### src/rtl/mdu_pkg.sv
// rtl/mdu_pkg.sv - MDU op encoding, default latencies and op classification helpers
package mdu_pkg;

  localparam logic [3:0] OP_NONE  = 4'd0;
  localparam logic [3:0] OP_MULT  = 4'd1;
  localparam logic [3:0] OP_MULTU = 4'd2;
  localparam logic [3:0] OP_DIV   = 4'd3;
  localparam logic [3:0] OP_DIVU  = 4'd4;
  localparam logic [3:0] OP_MFHI  = 4'd5;
  localparam logic [3:0] OP_MFLO  = 4'd6;
  localparam logic [3:0] OP_MTHI  = 4'd7;
  localparam logic [3:0] OP_MTLO  = 4'd8;

  localparam int MULT_CYCLES_DEF = 5;
  localparam int DIV_CYCLES_DEF  = 10;

  typedef enum logic {
    ST_IDLE = 1'b0,
    ST_RUN  = 1'b1
  } mdu_state_t;

  // Ops that occupy the unit for multiple cycles
  function automatic logic is_muldiv(input logic [3:0] op);
    return (op == OP_MULT) || (op == OP_MULTU) || (op == OP_DIV) || (op == OP_DIVU);
  endfunction

  function automatic logic is_mult(input logic [3:0] op);
    return (op == OP_MULT) || (op == OP_MULTU);
  endfunction

  function automatic logic is_signed_op(input logic [3:0] op);
    return (op == OP_MULT) || (op == OP_DIV);
  endfunction

endpackage

### src/rtl/mdu_core.sv
// rtl/mdu_core.sv - combinational 64-bit product, quotient and remainder
module mdu_core (
  input  logic [31:0] op_a,
  input  logic [31:0] op_b,
  input  logic        is_signed,
  output logic [63:0] product,
  output logic [31:0] quotient,
  output logic [31:0] remainder,
  output logic        div_zero
);

  logic        neg_a;
  logic        neg_b;
  logic [31:0] mag_a;
  logic [31:0] mag_b;
  logic [63:0] mag_p;
  logic [31:0] mag_q;
  logic [31:0] mag_r;

  // Signed ops work on magnitudes and restore signs afterwards; the quotient
  // truncates toward zero and the remainder follows the dividend's sign.
  // 0x80000000 / -1 falls out naturally as 0x80000000 with remainder 0.
  assign neg_a = is_signed & op_a[31];
  assign neg_b = is_signed & op_b[31];
  assign mag_a = neg_a ? (~op_a + 32'd1) : op_a;
  assign mag_b = neg_b ? (~op_b + 32'd1) : op_b;

  assign mag_p   = {32'd0, mag_a} * {32'd0, mag_b};
  assign product = (neg_a ^ neg_b) ? (~mag_p + 64'd1) : mag_p;

  // Guard the divider so a zero divisor never produces undefined results
  assign div_zero  = (op_b == 32'd0);
  assign mag_q     = div_zero ? 32'd0 : (mag_a / mag_b);
  assign mag_r     = div_zero ? 32'd0 : (mag_a % mag_b);
  assign quotient  = (neg_a ^ neg_b) ? (~mag_q + 32'd1) : mag_q;
  assign remainder = neg_a ? (~mag_r + 32'd1) : mag_r;

endmodule

### src/rtl/mdu_ctrl.sv
// rtl/mdu_ctrl.sv - MDU sequencing FSM, latency counter, HI/LO and stall logic
module mdu_ctrl
  import mdu_pkg::*;
#(
  parameter int MULT_CYCLES = MULT_CYCLES_DEF,
  parameter int DIV_CYCLES  = DIV_CYCLES_DEF
) (
  input  logic        clk,
  input  logic        reset,
  input  logic        start,
  input  logic [3:0]  mdu_op,
  input  logic [31:0] a,
  input  logic [31:0] b,
  input  logic        id_is_md,
  output logic        busy,
  output logic        stall,
  output logic [31:0] hi,
  output logic [31:0] lo,
  output logic [31:0] rdata,
  output logic        done
);

  localparam int CNT_W = 16;
  localparam logic [CNT_W-1:0] MULT_LOAD = CNT_W'(MULT_CYCLES);
  localparam logic [CNT_W-1:0] DIV_LOAD  = CNT_W'(DIV_CYCLES);

  mdu_state_t       state;
  logic [CNT_W-1:0] cnt;
  logic [CNT_W-1:0] load_val;
  logic [31:0]      lat_a;
  logic [31:0]      lat_b;
  logic [3:0]       lat_op;

  logic [63:0] product;
  logic [31:0] quotient;
  logic [31:0] remainder;
  logic        div_zero;

  mdu_core u_core (
    .op_a      (lat_a),
    .op_b      (lat_b),
    .is_signed (is_signed_op(lat_op)),
    .product   (product),
    .quotient  (quotient),
    .remainder (remainder),
    .div_zero  (div_zero)
  );

  assign load_val = is_mult(mdu_op) ? MULT_LOAD : DIV_LOAD;

  // FSM: launch mult/div, count down the fixed latency, commit HI/LO on the last edge
  always_ff @(posedge clk) begin
    if (reset) begin
      state  <= ST_IDLE;
      cnt    <= '0;
      hi     <= 32'd0;
      lo     <= 32'd0;
      done   <= 1'b0;
      lat_a  <= 32'd0;
      lat_b  <= 32'd0;
      lat_op <= OP_NONE;
    end else begin
      done <= 1'b0;
      case (state)
        ST_IDLE: begin
          if (start) begin
            if (is_muldiv(mdu_op)) begin
              state  <= ST_RUN;
              cnt    <= load_val;
              lat_a  <= a;
              lat_b  <= b;
              lat_op <= mdu_op;
              done   <= (load_val == CNT_W'(1));
            end else if (mdu_op == OP_MTHI) begin
              hi <= a;
            end else if (mdu_op == OP_MTLO) begin
              lo <= a;
            end
          end
        end
        ST_RUN: begin
          // done is registered, so it is raised on the edge entering the final busy cycle
          cnt  <= cnt - CNT_W'(1);
          done <= (cnt == CNT_W'(2));
          if (cnt == CNT_W'(1)) begin
            state <= ST_IDLE;
            if (is_mult(lat_op)) begin
              hi <= product[63:32];
              lo <= product[31:0];
            end else if (!div_zero) begin
              hi <= remainder;
              lo <= quotient;
            end
          end
        end
        default: state <= ST_IDLE;
      endcase
    end
  end

  assign busy  = (state == ST_RUN);
  assign stall = id_is_md & (busy | (start & is_muldiv(mdu_op)));

  // mfhi/mflo read port reflects the current (pre-commit) HI/LO
  always_comb begin
    rdata = 32'd0;
    if (mdu_op == OP_MFHI) rdata = hi;
    else if (mdu_op == OP_MFLO) rdata = lo;
  end

endmodule

### config.mk
export PLATFORM = sky130hd
export DESIGN_NAME = mdu_ctrl
export DESIGN_NICKNAME = d
export VERILOG_FILES = /design/src/rtl/mdu_pkg.sv /design/src/rtl/mdu_core.sv /design/src/rtl/mdu_ctrl.sv
export SDC_FILE = /design/constraint.sdc
export NUM_CORES = 2
export LEC_CHECK = 0
export ABC_AREA = 1
export CAP_MARGIN = 20
export CORE_ASPECT_RATIO = 1.1
export CORE_MARGIN = 2
export CORE_UTILIZATION = 35
export CTS_CLUSTER_SIZE = 20
export DETAILED_ROUTE_END_ITERATION = 10
export PLACE_DENSITY = 0.55
export SKIP_CTS_REPAIR_TIMING = 1
export SLEW_MARGIN = 0
export SYNTH_ARGS = -nofsm -noshare
export SYNTH_HDL_FRONTEND = slang
export SYNTH_SLANG_ARGS = --single-unit
export TNS_END_PERCENT = 30
### constraint.sdc
create_clock -name clk -period 120.6 [get_ports clk]
set_clock_uncertainty 0.05 [all_clocks]
set_input_delay 24.12 -clock clk [delete_from_list [all_inputs] [get_ports clk]]
set_output_delay 24.12 -clock clk [all_outputs]
set_load 0.1 [all_outputs]
==> flow_summary_export.csv <==
group,metric,value,unit
clocking,clk_pin_slew,0.07,ns
critical_path,critPathMaxStageDelay,0.82,ns
global_route,grt_use_total,29.7,%
global_route,antenna_found_initial,18,
floorplan,die-area,0.219,mm²
placement,placed_cells,14200,
detailed_routing,drt_iter0_drc,6027,
cells_and_area,n_fill_cell,23100,
synth,synth_top_area_share,23.9,%
global_route,grt_pass1_vias,76400,
detailed_routing,routedWlPerCell,23.0,µm
timing,fin_crit_sh,73.2,%
synth,synthFlopType,"dfxtp_1",
timing,drv_slew,0,
clocking,cts.path.max_buffers,2,
clocking,numClockSinks,150,
detailed_routing,wirelength,328000,µm
detailed_routing,via_per_inst,5.33,
clocking,clk_latency,0.52,ns
synth,syn-cell-area,0.0752,mm²
placement,port_buffers,170,
floorplan,core,0.214,mm²
global_route,grt_pass1_wl,487000,µm
critical_path,end_kind,"flop",
detailed_routing,drc,0,
critical_path,slowest_stage,"clkinv_1",
synth,synth.most_common_cell,"nand2_1",
timing,setup_tns,0,ns
floorplan,die-height,490,µm
timing,fin_crit,88.29,ns
placement,gp_congestion,1.04,
detailed_routing,drt_pass1_iterations,8,
timing,relSlewSlack,23.4,%
synth,syn_nets,13200,
timing,max_freq,0.0113,GHz
clocking,cts-root-buf,"clkbuf_16",
synth,yosys_warnings,0,
critical_path,crit_top_cell,"nand2_1",
synth,synthCells,11400,
synth,netlist_top_cells_count,"3103 x nand2_1, 2101 x inv_1, 897 x fa_1",
floorplan,chipWidth,446,µm
synth,yosys.area.top_type,"fa_1",
timing,finalSetupViolCount,0,
floorplan,start_util,35.2,%
cells_and_area,area_growth,7.25,%
detailed_routing,postRouteAntennaNets,0,
synth,async_flop_share,0,%
clocking,h-tree-depth,4,
timing,rsz0062_at_grt,"false",
worst_hold_path,min_path_type,"reg -> reg",
synth,synthTopCellsByArea,"fa_1 24%, nand2_1 15%, ha_1 13%",
critical_path,crit_arrival,88.67,ns
global_route,grt_overflow_total,0,
placement,dp_hpwl,263000,µm
timing,worstMarginPinSlew,1.15,ns
job,cap_violations,0,
clocking,cts_tree,"done",
cells_and_area,regArea,0.00300,mm²
timing,hold_viol,0,
detailed_routing,vias,75700,
cells_and_area,final_cells,14200,
floorplan,io-pin-count,171,
critical_path,cp_data_required_time,120.99,ns
critical_path,crit_fanout,61,
clocking,cts_buffers,17,
timing,hold_ws,0.418,ns
synth,synth.avg_cell_area,6.59,µm²
global_route,grt_start_max_net_pins,66,
cells_and_area,multiInputGateArea,0.0622,mm²
synth,ys_seq_elements,150,
synth,synth-edff-count,0,
synth,ys_seq_area_share,3.99,%
synth,synth_cell_types,94,
floorplan,rows,178,
critical_path,critPathKind,"reg -> reg",
run_status,status,"completed",
critical_path,start_kind,"flop",
cells_and_area,drive_above_1_share,5.29,%
cells_and_area,fin_nets,13200,
final timing paths:
| path | start | to | slack [ns] | cells past startpoint |
|---|---|---|---|---|
| setup / recovery | lat_op[2] | lo[25] | 32.31 | 539 |
| hold / removal | lat_a[31] | lat_a[31] | 0.42 | 2 |
| setup reg to reg | lat_op[2] | lo[25] | 32.31 | 539 |
| hold reg to reg | lat_a[31] | lat_a[31] | 0.42 | 2 |
placed cells by master, fill, tap and decap left out, types with 23 or more instances in the layout:
cell,synthesis,final
nand2_1,3103,3101
inv_1,2101,2091
fa_1,897,897
ha_1,806,806
nor2_1,717,712
a21oi_1,713,712
nand3_1,515,515
o21ai_0,439,438
xor2_1,247,242
buf_4,28,173
clkdlybuf4s50_1,0,170
xnor2_1,164,164
dfxtp_1,150,149
nor3_1,141,139
or2_2,116,116
a31oi_1,92,92
o21ai_1,79,79
nand4_1,79,79
inv_2,53,63
nor4_1,54,54
nand2_2,48,50
o31ai_1,35,35
nand3_2,35,35
o21bai_1,34,34
a211oi_1,30,29
a21o_1,29,29
nor2_2,22,25
nand3b_1,23,23
registers in the layout, indices dropped and copies added, names as in the netlist:
register / flops
lo: 32
hi: 32
lat_op: 4
lat_a: 32
cnt: 16
lat_b: 32
done: 1
busy: 1
area by class of cell:
type                    count  area share, %
diodes                     14         0.0434
clock buffers              17          0.528
clock inverters            15          0.228
inverters                2175           10.1
multi-input cells        8707           77.2
flip-flops and latches    150           3.73
well taps                2790           4.33
repair buffers            347           3.81
routing by layer:
metal | part of all wire, % | GRT usage, %
met5 | 0.016 | 0
met4 | 6.4 | 15.9
met3 | 5.5 | 3.10
met2 | 48 | 51.2
met1 | 40 | 36.2
critical path: cells and delay by family (launching register included):
family / cells / cell delay [ns]
muxes: 1 / 0.32
AOI/OAI and AO/OA: 152 / 29.15
and+or+nand+nor: 269 / 35.87
DFF: 1 / 0.34
buffers and inverters: 83 / 11.53
adders and majority gates: 31 / 10.05
xor gates and xnor gates: 3 / 0.52
through the flow:
step / utilization, % / setup WS [ns] / area, µm²
final: 37.7 / 32.31 / 80600
after global routing: 37.7 / 22.44 / 80600
after CTS: 37.7 / 32.75 / 80600
after detailed placement: 37.4 / 33.04 / 80000
after global placement: 37.4 / 34.30 / 80000
after floorplan: - / 51.57 / 75200
kinds of logic after synthesis:
| kind of cell | count (synthesis) | share of synthesized area (%) |
|---|---|---|
| AO/OA/AOI/OAI | 1617 | 12.1 |
| buffers and inverters | 2552 | 13.4 |
| adder cells (fa/ha/maj) | 1703 | 37.3 |
| AND/OR/NAND/NOR | 4969 | 28.3 |
| flip-flops | 150 | 3.99 |
| XOR/XNOR | 414 | 4.87 |
| multiplexers | 4 | 0.0533 |
Power is not shown: default switching activity piles up to over one toggle a cycle in this logic, so the estimate is an artifact.
